==> src/rtl/mem_access_ctrl.sv <==
`default_nettype none
// +-----------------------------------------------------------------------------
// | mem_access_ctrl
// | Single-outstanding load/store initiator for the datamem port. It bounds-checks
// | each request, extends byte loads, and returns a one-cycle response.
// | Revision: 1.0
// +-----------------------------------------------------------------------------
module mem_access_ctrl #(
  parameter int MEM_BYTES = 32,
  parameter int RD_LAT    = 1
) (
  input  logic        clk,
  input  logic        rst,
  input  logic        req_valid,
  output logic        req_ready,
  input  logic        req_write,
  input  logic        req_byte,
  input  logic        req_signed,
  input  logic [15:0] req_addr,
  input  logic [15:0] req_wdata,
  output logic        resp_valid,
  output logic [15:0] resp_rdata,
  output logic        resp_fault,
  output logic [15:0] mem_address,
  output logic [15:0] mem_datain,
  output logic        mem_read,
  output logic        mem_write,
  output logic        mem_wrbyte,
  input  logic [15:0] mem_dataout
);

  localparam logic [1:0] S_IDLE  = 2'd0;
  localparam logic [1:0] S_WRITE = 2'd1;
  localparam logic [1:0] S_READ  = 2'd2;
  localparam logic [1:0] S_RESP  = 2'd3;

  localparam int              CNT_W       = (RD_LAT > 1) ? $clog2(RD_LAT) : 1;
  localparam logic [CNT_W-1:0] C_LAST_CNT = CNT_W'(RD_LAT - 1);
  localparam logic [16:0]     C_LIMIT     = 17'(MEM_BYTES);
  localparam logic [15:0]     C_LAST_ADDR = 16'(MEM_BYTES - 1);

  logic [1:0]       state_q, state_d;
  logic [CNT_W-1:0] cnt_q, cnt_d;
  logic             byte_q, byte_d;
  logic             signed_q, signed_d;
  logic             req_ready_q, req_ready_d;
  logic             resp_valid_q, resp_valid_d;
  logic [15:0]      resp_rdata_q, resp_rdata_d;
  logic             resp_fault_q, resp_fault_d;
  logic [15:0]      mem_address_q, mem_address_d;
  logic [15:0]      mem_datain_q, mem_datain_d;
  logic             mem_read_q, mem_read_d;
  logic             mem_write_q, mem_write_d;
  logic             mem_wrbyte_q, mem_wrbyte_d;

  logic             fault;
  logic [15:0]      load_data;

  // A word access at the last byte would spill past the end of datamem.
  assign fault = ({1'b0, req_addr} >= C_LIMIT) || (!req_byte && (req_addr == C_LAST_ADDR));

  always_comb begin
    load_data = mem_dataout;
    if (byte_q) begin
      load_data = {{8{signed_q & mem_dataout[7]}}, mem_dataout[7:0]};
    end
  end

  always_comb begin
    state_d       = state_q;
    cnt_d         = cnt_q;
    byte_d        = byte_q;
    signed_d      = signed_q;
    resp_valid_d  = 1'b0;
    resp_rdata_d  = resp_rdata_q;
    resp_fault_d  = resp_fault_q;
    mem_address_d = mem_address_q;
    mem_datain_d  = mem_datain_q;
    mem_read_d    = 1'b0;
    mem_write_d   = 1'b0;
    mem_wrbyte_d  = mem_wrbyte_q;

    case (state_q)
      S_IDLE: begin
        if (req_valid) begin
          mem_address_d = req_addr;
          mem_datain_d  = req_wdata;
          mem_wrbyte_d  = req_write & req_byte;
          byte_d        = req_byte;
          signed_d      = req_signed;
          if (fault) begin
            state_d      = S_RESP;
            resp_valid_d = 1'b1;
            resp_fault_d = 1'b1;
            resp_rdata_d = 16'h0000;
          end else if (req_write) begin
            state_d     = S_WRITE;
            mem_write_d = 1'b1;
          end else begin
            state_d    = S_READ;
            mem_read_d = 1'b1;
            cnt_d      = C_LAST_CNT;
          end
        end
      end
      S_WRITE: begin
        state_d      = S_RESP;
        resp_valid_d = 1'b1;
        resp_fault_d = 1'b0;
        resp_rdata_d = 16'h0000;
      end
      S_READ: begin
        if (cnt_q == '0) begin
          state_d      = S_RESP;
          resp_valid_d = 1'b1;
          resp_fault_d = 1'b0;
          resp_rdata_d = load_data;
        end else begin
          cnt_d      = cnt_q - CNT_W'(1);
          mem_read_d = 1'b1;
        end
      end
      default: state_d = S_IDLE;
    endcase

    req_ready_d = (state_d == S_IDLE);
  end

  always_ff @(posedge clk or posedge rst) begin
    if (rst) begin
      state_q       <= S_IDLE;
      cnt_q         <= '0;
      byte_q        <= 1'b0;
      signed_q      <= 1'b0;
      req_ready_q   <= 1'b1;
      resp_valid_q  <= 1'b0;
      resp_rdata_q  <= 16'h0000;
      resp_fault_q  <= 1'b0;
      mem_address_q <= 16'h0000;
      mem_datain_q  <= 16'h0000;
      mem_read_q    <= 1'b0;
      mem_write_q   <= 1'b0;
      mem_wrbyte_q  <= 1'b0;
    end else begin
      state_q       <= state_d;
      cnt_q         <= cnt_d;
      byte_q        <= byte_d;
      signed_q      <= signed_d;
      req_ready_q   <= req_ready_d;
      resp_valid_q  <= resp_valid_d;
      resp_rdata_q  <= resp_rdata_d;
      resp_fault_q  <= resp_fault_d;
      mem_address_q <= mem_address_d;
      mem_datain_q  <= mem_datain_d;
      mem_read_q    <= mem_read_d;
      mem_write_q   <= mem_write_d;
      mem_wrbyte_q  <= mem_wrbyte_d;
    end
  end

  assign req_ready   = req_ready_q;
  assign resp_valid  = resp_valid_q;
  assign resp_rdata  = resp_rdata_q;
  assign resp_fault  = resp_fault_q;
  assign mem_address = mem_address_q;
  assign mem_datain  = mem_datain_q;
  assign mem_read    = mem_read_q;
  assign mem_write   = mem_write_q;
  assign mem_wrbyte  = mem_wrbyte_q;

endmodule
`default_nettype wire

==> config.mk <==
export PLATFORM = sky130hd
export DESIGN_NAME = mem_access_ctrl
export DESIGN_NICKNAME = d
export VERILOG_FILES = /design/src/rtl/mem_access_ctrl.sv
export SDC_FILE = /design/constraint.sdc
export NUM_CORES = 1
export LEC_CHECK = 0
export CAP_MARGIN = 0
export CORE_UTILIZATION = 44
export DETAILED_ROUTE_END_ITERATION = 6
export HOLD_SLACK_MARGIN = 0.15
export PLACE_DENSITY = 0.88
export SLEW_MARGIN = 20
export SYNTH_ARGS = -nofsm -noshare
export SYNTH_HDL_FRONTEND = slang
export SYNTH_SLANG_ARGS = --single-unit
==> constraint.sdc <==
create_clock -name clk -period 4.1 [get_ports clk]
set_clock_uncertainty 0.05 [all_clocks]
set_input_delay 0.41 -clock clk [delete_from_list [all_inputs] [get_ports clk]]
set_output_delay 0.41 -clock clk [all_outputs]
set_load 0.02 [all_outputs]
==> results <==
- The flow ran to the end, and the final reports show no timing, DRC or antenna violations.
- The total detailed-routing wirelength is ~5400 um.
- Leaving out fill and tap cells, the most frequent cells in the layout are clkdlybuf4s50_1 (107), dfrtp_1 (57), mux2_2 (40), nor2_1 (17).
- The floorplan has 26 rows.
- The number of nets handed over by synthesis was about 240.
- The first global-routing pass estimated roughly 9000 um of wire.
- The post-detailed-route DRC marker count is 0.
- Routability-driven placement finished with a final weighted congestion of 0.809.
- The number of standard cells after synthesis is 187.
- Yosys attributes the largest share of cell area to dfrtp_1 (58%), mux2_2 (18%), mux2i_1 (3.2%).
- Measured against its own limit, the worst slew margin works out to between 50% and 60%.
- The max-slew violation count was 0.
- The antenna diode instance count is 0.
- The achievable clock frequency is 444 MHz.
- In this run the worst setup path terminates at resp_rdata[15].
- The sequential share of power is between 30 and 40%.
- The data arrival time of the critical path is around 2.4 ns.
- The analysis attributes to cell leakage a power of around 1.6 nW.
- The post-placement cell count is about 360.
- At the later pin of the worst-skew pair, clock insertion delay measures around 0.33 ns.
- The number of nets still failing antenna checks after routing is 0.
- Net switching is roughly 36% of the power.
- Clock-pin slew was measured on the worst setup and hold paths at roughly 0.060 ns.
- In the global route stage, overall resource usage came out at between 20% and 30%.
- The hold buffer count at cts is 0.
- The top fanout value on the critical path is 16.
- Using the TritonRoute via totals, the vias-per-cell ratio works out to slightly below 5.
- The total iterations of the first detailed-routing run is 4.
- The starting DRC count in detailed routing is between 50 and 60.
- Entering global routing, the biggest net connects 40 pins.
- In this run the deepest clock path goes through 2 buffers.
- The clock sink total is between 50 and 60.
- The floorplan step set the die height to approximately 77 um.
- The critical path launch point is req_addr[5].
- The met2 track demand over resource is approximately a third.
- The type of the setup path with the least slack is in -> reg.
- Clock tree synthesis inserted a total of 9 buffers.
- The share of total power dissipated in combinational logic is between 50% and 60%.
- The sequential share of the synthesized area is 58.6%.
- The critical path capture point type is a flop.
- The total power divided by cell area is around 820 mW/mm2.
- The placed wire-length estimate after detailed placement is roughly 4000 um.
- The total number of vias is between 1500 and 2000.
- The worst-case register-to-register setup slack is 1.85 ns.
- The most common library cell in the layout ignoring fill and taps is clkdlybuf4s50_1.
- The layer flagged by global routing as most heavily used is met2.
- The met3 layer usage reported by global route is under 10%.
- The clock tree synthesis step divided the H-tree into 3 levels.
- For the pin with the worst max-slew slack, the measured transition is between 0.7 and 0.8 ns.
- The class of the tightest hold or removal check is in -> async.
- The cell type contributing the most total cell area after synthesis is dfrtp_1.
- The die covers 0.00593 mm2.
- Global routing consumed, on the met1 layer, about 23% of the routing resources.
- TritonCTS built the clock tree.
- The portion of the clock cycle consumed by the worst path in the final layout is between 50% and 60%.
- Counting cells, the worst reg-to-reg path comes to 5.
- The number of antenna violations at the first check in global routing is 0.
- In the final routed layout, each cell accounts on average for 14.4 um.
- The setup TNS is 0 ns.
- Counting the fill cells in the layout gives 397.
- The number of nets in the finished design is roughly 360.
- The tool flagged a number of max-cap violations equal to 0.
- The root buffer selected by CTS is clkbuf_8.
- The worst register-to-register path ends at resp_rdata[9].
- The maximum ir drop on the vdd rail is between 400 and 500 uV.
- The worst path in the final design needs a cycle of 2.25 ns, including I/O delays and setup.
- Compared with the post-synthesis result, the final layout area differs by 53.5%.
- The count of buffers from port buffering is about 110.
- The number of storage elements in the synthesis netlist is 58.
- Cells with a size suffix above 1 make up around 22% of the layout.
- The synthesized area is 0.00248 mm2.
- The required time of the critical path is 4.27 ns.
- The synthesized netlist contains 32 unique library cells.
- The clock network accounts for between 15 and 20% of the total power.
- 108 I/O pins were placed.
- The number of warnings printed during yosys synthesis is 0.
- The internal portion of the total power is 1.98 mW.
- The die is around 77 um wide.
- Setup repair after global routing left no endpoint under its margin.
- Once the floorplan was initialized, standard cells occupied between 40% and 50% of the core.
- For this design the total switching power over the nets is around 1.1 mW.
- The setup violation total in the final timing report is 0.
- The kind of launch point of the worst setup path is a primary input.
- In this run the post-CTS setup repair buffer count came out at 0.
- The mean instance size in the synthesized netlist is about 13 um2.
- The number of global-route vias before repair is about 2000.
- The final-report hold violation count was 0.
- The number of gates resized after CTS was 0.
- The share of synthesized area in the top cell type comes to between 50% and 60%.
- The area of the placeable core is around 0.0053 mm2.
- The finished layout holds approximately 370 standard cells, fillers aside.
- The worst register-to-register path begins at state_q[0].
- The total overflow left after global routing is 0.
sequential cells by signal, summed over array words and instances, names as in the netlist, 2 cells and up:
name,cells
resp_rdata,16
mem_address,16
mem_datain,16
state_q,2
critical path: stages:
cell             delay (ns)
clkdlybuf4s50_1        0.43
or4_4                  0.56
nor4_4                 0.28
a32oi_4                0.34
mux2_4                 0.39
metrics by stage:
stage	total power, mW	area (um2)	hold WS (ns)	utilization (%)	worst slack [ns]
6_report	3.11	3800	0.370	72.2	1.85
2_1_floorplan	1.96	2480	0.430	-	2.08
5_1_grt	3.30	3800	0.415	72.2	1.73
3_5_place_dp	2.65	3610	0.441	68.6	1.49
3_3_place_gp	2.60	3610	0.417	68.6	1.54
4_1_cts	3.15	3800	0.375	72.2	1.83
routing by layer:
| layer | part of all wire (%) | vias up | routed length (um) |
|---|---|---|---|
| li1 | - | 865 | - |
| met1 | 41 | 890 | 2210 |
| met2 | 51 | 65 | 2740 |
| met3 | 6.1 | 12 | 331 |
| met4 | 2.0 | 0 | 109 |
| met5 | 0 | - | 0 |
logic make-up after synthesis:
family,after synthesis,synth area share [%]
DFF,58,58.6
muxes,50,22.6
and+or+nand+nor,41,8.54
buffers and inverters,20,3.43
AOI/OAI and AO/OA,15,5.25
adders and majority gates,3,1.52
how the worst min path moves through the flow:
stage | to | depth (start not counted)
final | resp_rdata[4] | 2
after detailed placement | mem_wrbyte | 2
after global routing | resp_rdata[11] | 2
after global placement | mem_wrbyte | 2
after CTS | resp_rdata[4] | 2
after floorplan | mem_read | 1
power by group through the flow:
stage / registers, mW / logic [mW] / clock network [mW]
after detailed placement: 1.02 / 1.63 / 0
after CTS: 1.01 / 1.63 / 0.503
after floorplan: 1.31 / 0.650 / 0
after global placement: 1.01 / 1.60 / 0
final: 1.01 / 1.61 / 0.487
after global routing: 1.05 / 1.73 / 0.522
synth_stat cells:
library cell / instances
buf_6: 1
o21a_1: 1
nor2_1: 17
a21oi_1: 1
buf_2: 2
nand2b_1: 2
and4_1: 1
inv_1: 12
a32oi_4: 1
mux2_4: 2
nand2_1: 14
o21ai_0: 4
a21boi_0: 1
mux2_2: 40
o211ai_1: 1
mux2i_1: 8
clkbuf_1: 2
o31a_1: 1
a21bo_2: 1
buf_1: 3
dfrtp_1: 57
a31oi_2: 1
o31ai_1: 2
ha_1: 3
nor4_4: 1
or4_4: 1
a41oi_1: 1
and4b_1: 2
or4_1: 1
nor3b_1: 1
dfstp_2: 1
and2_1: 1
final cells by class:
cell class | instances | area [um2] | share of cell area (%)
Tap cell | 70 | 87.6 | 2.30
Inverter | 12 | 45.0 | 1.18
Multi-Input combinational cell | 109 | 942 | 24.8
Clock inverter | 2 | 10.0 | 0.263
Clock buffer | 13 | 179 | 4.71
Sequential cell | 58 | 1450 | 38.2
Timing Repair Buffer | 109 | 1090 | 28.6
(Power assumes the default switching activity.)
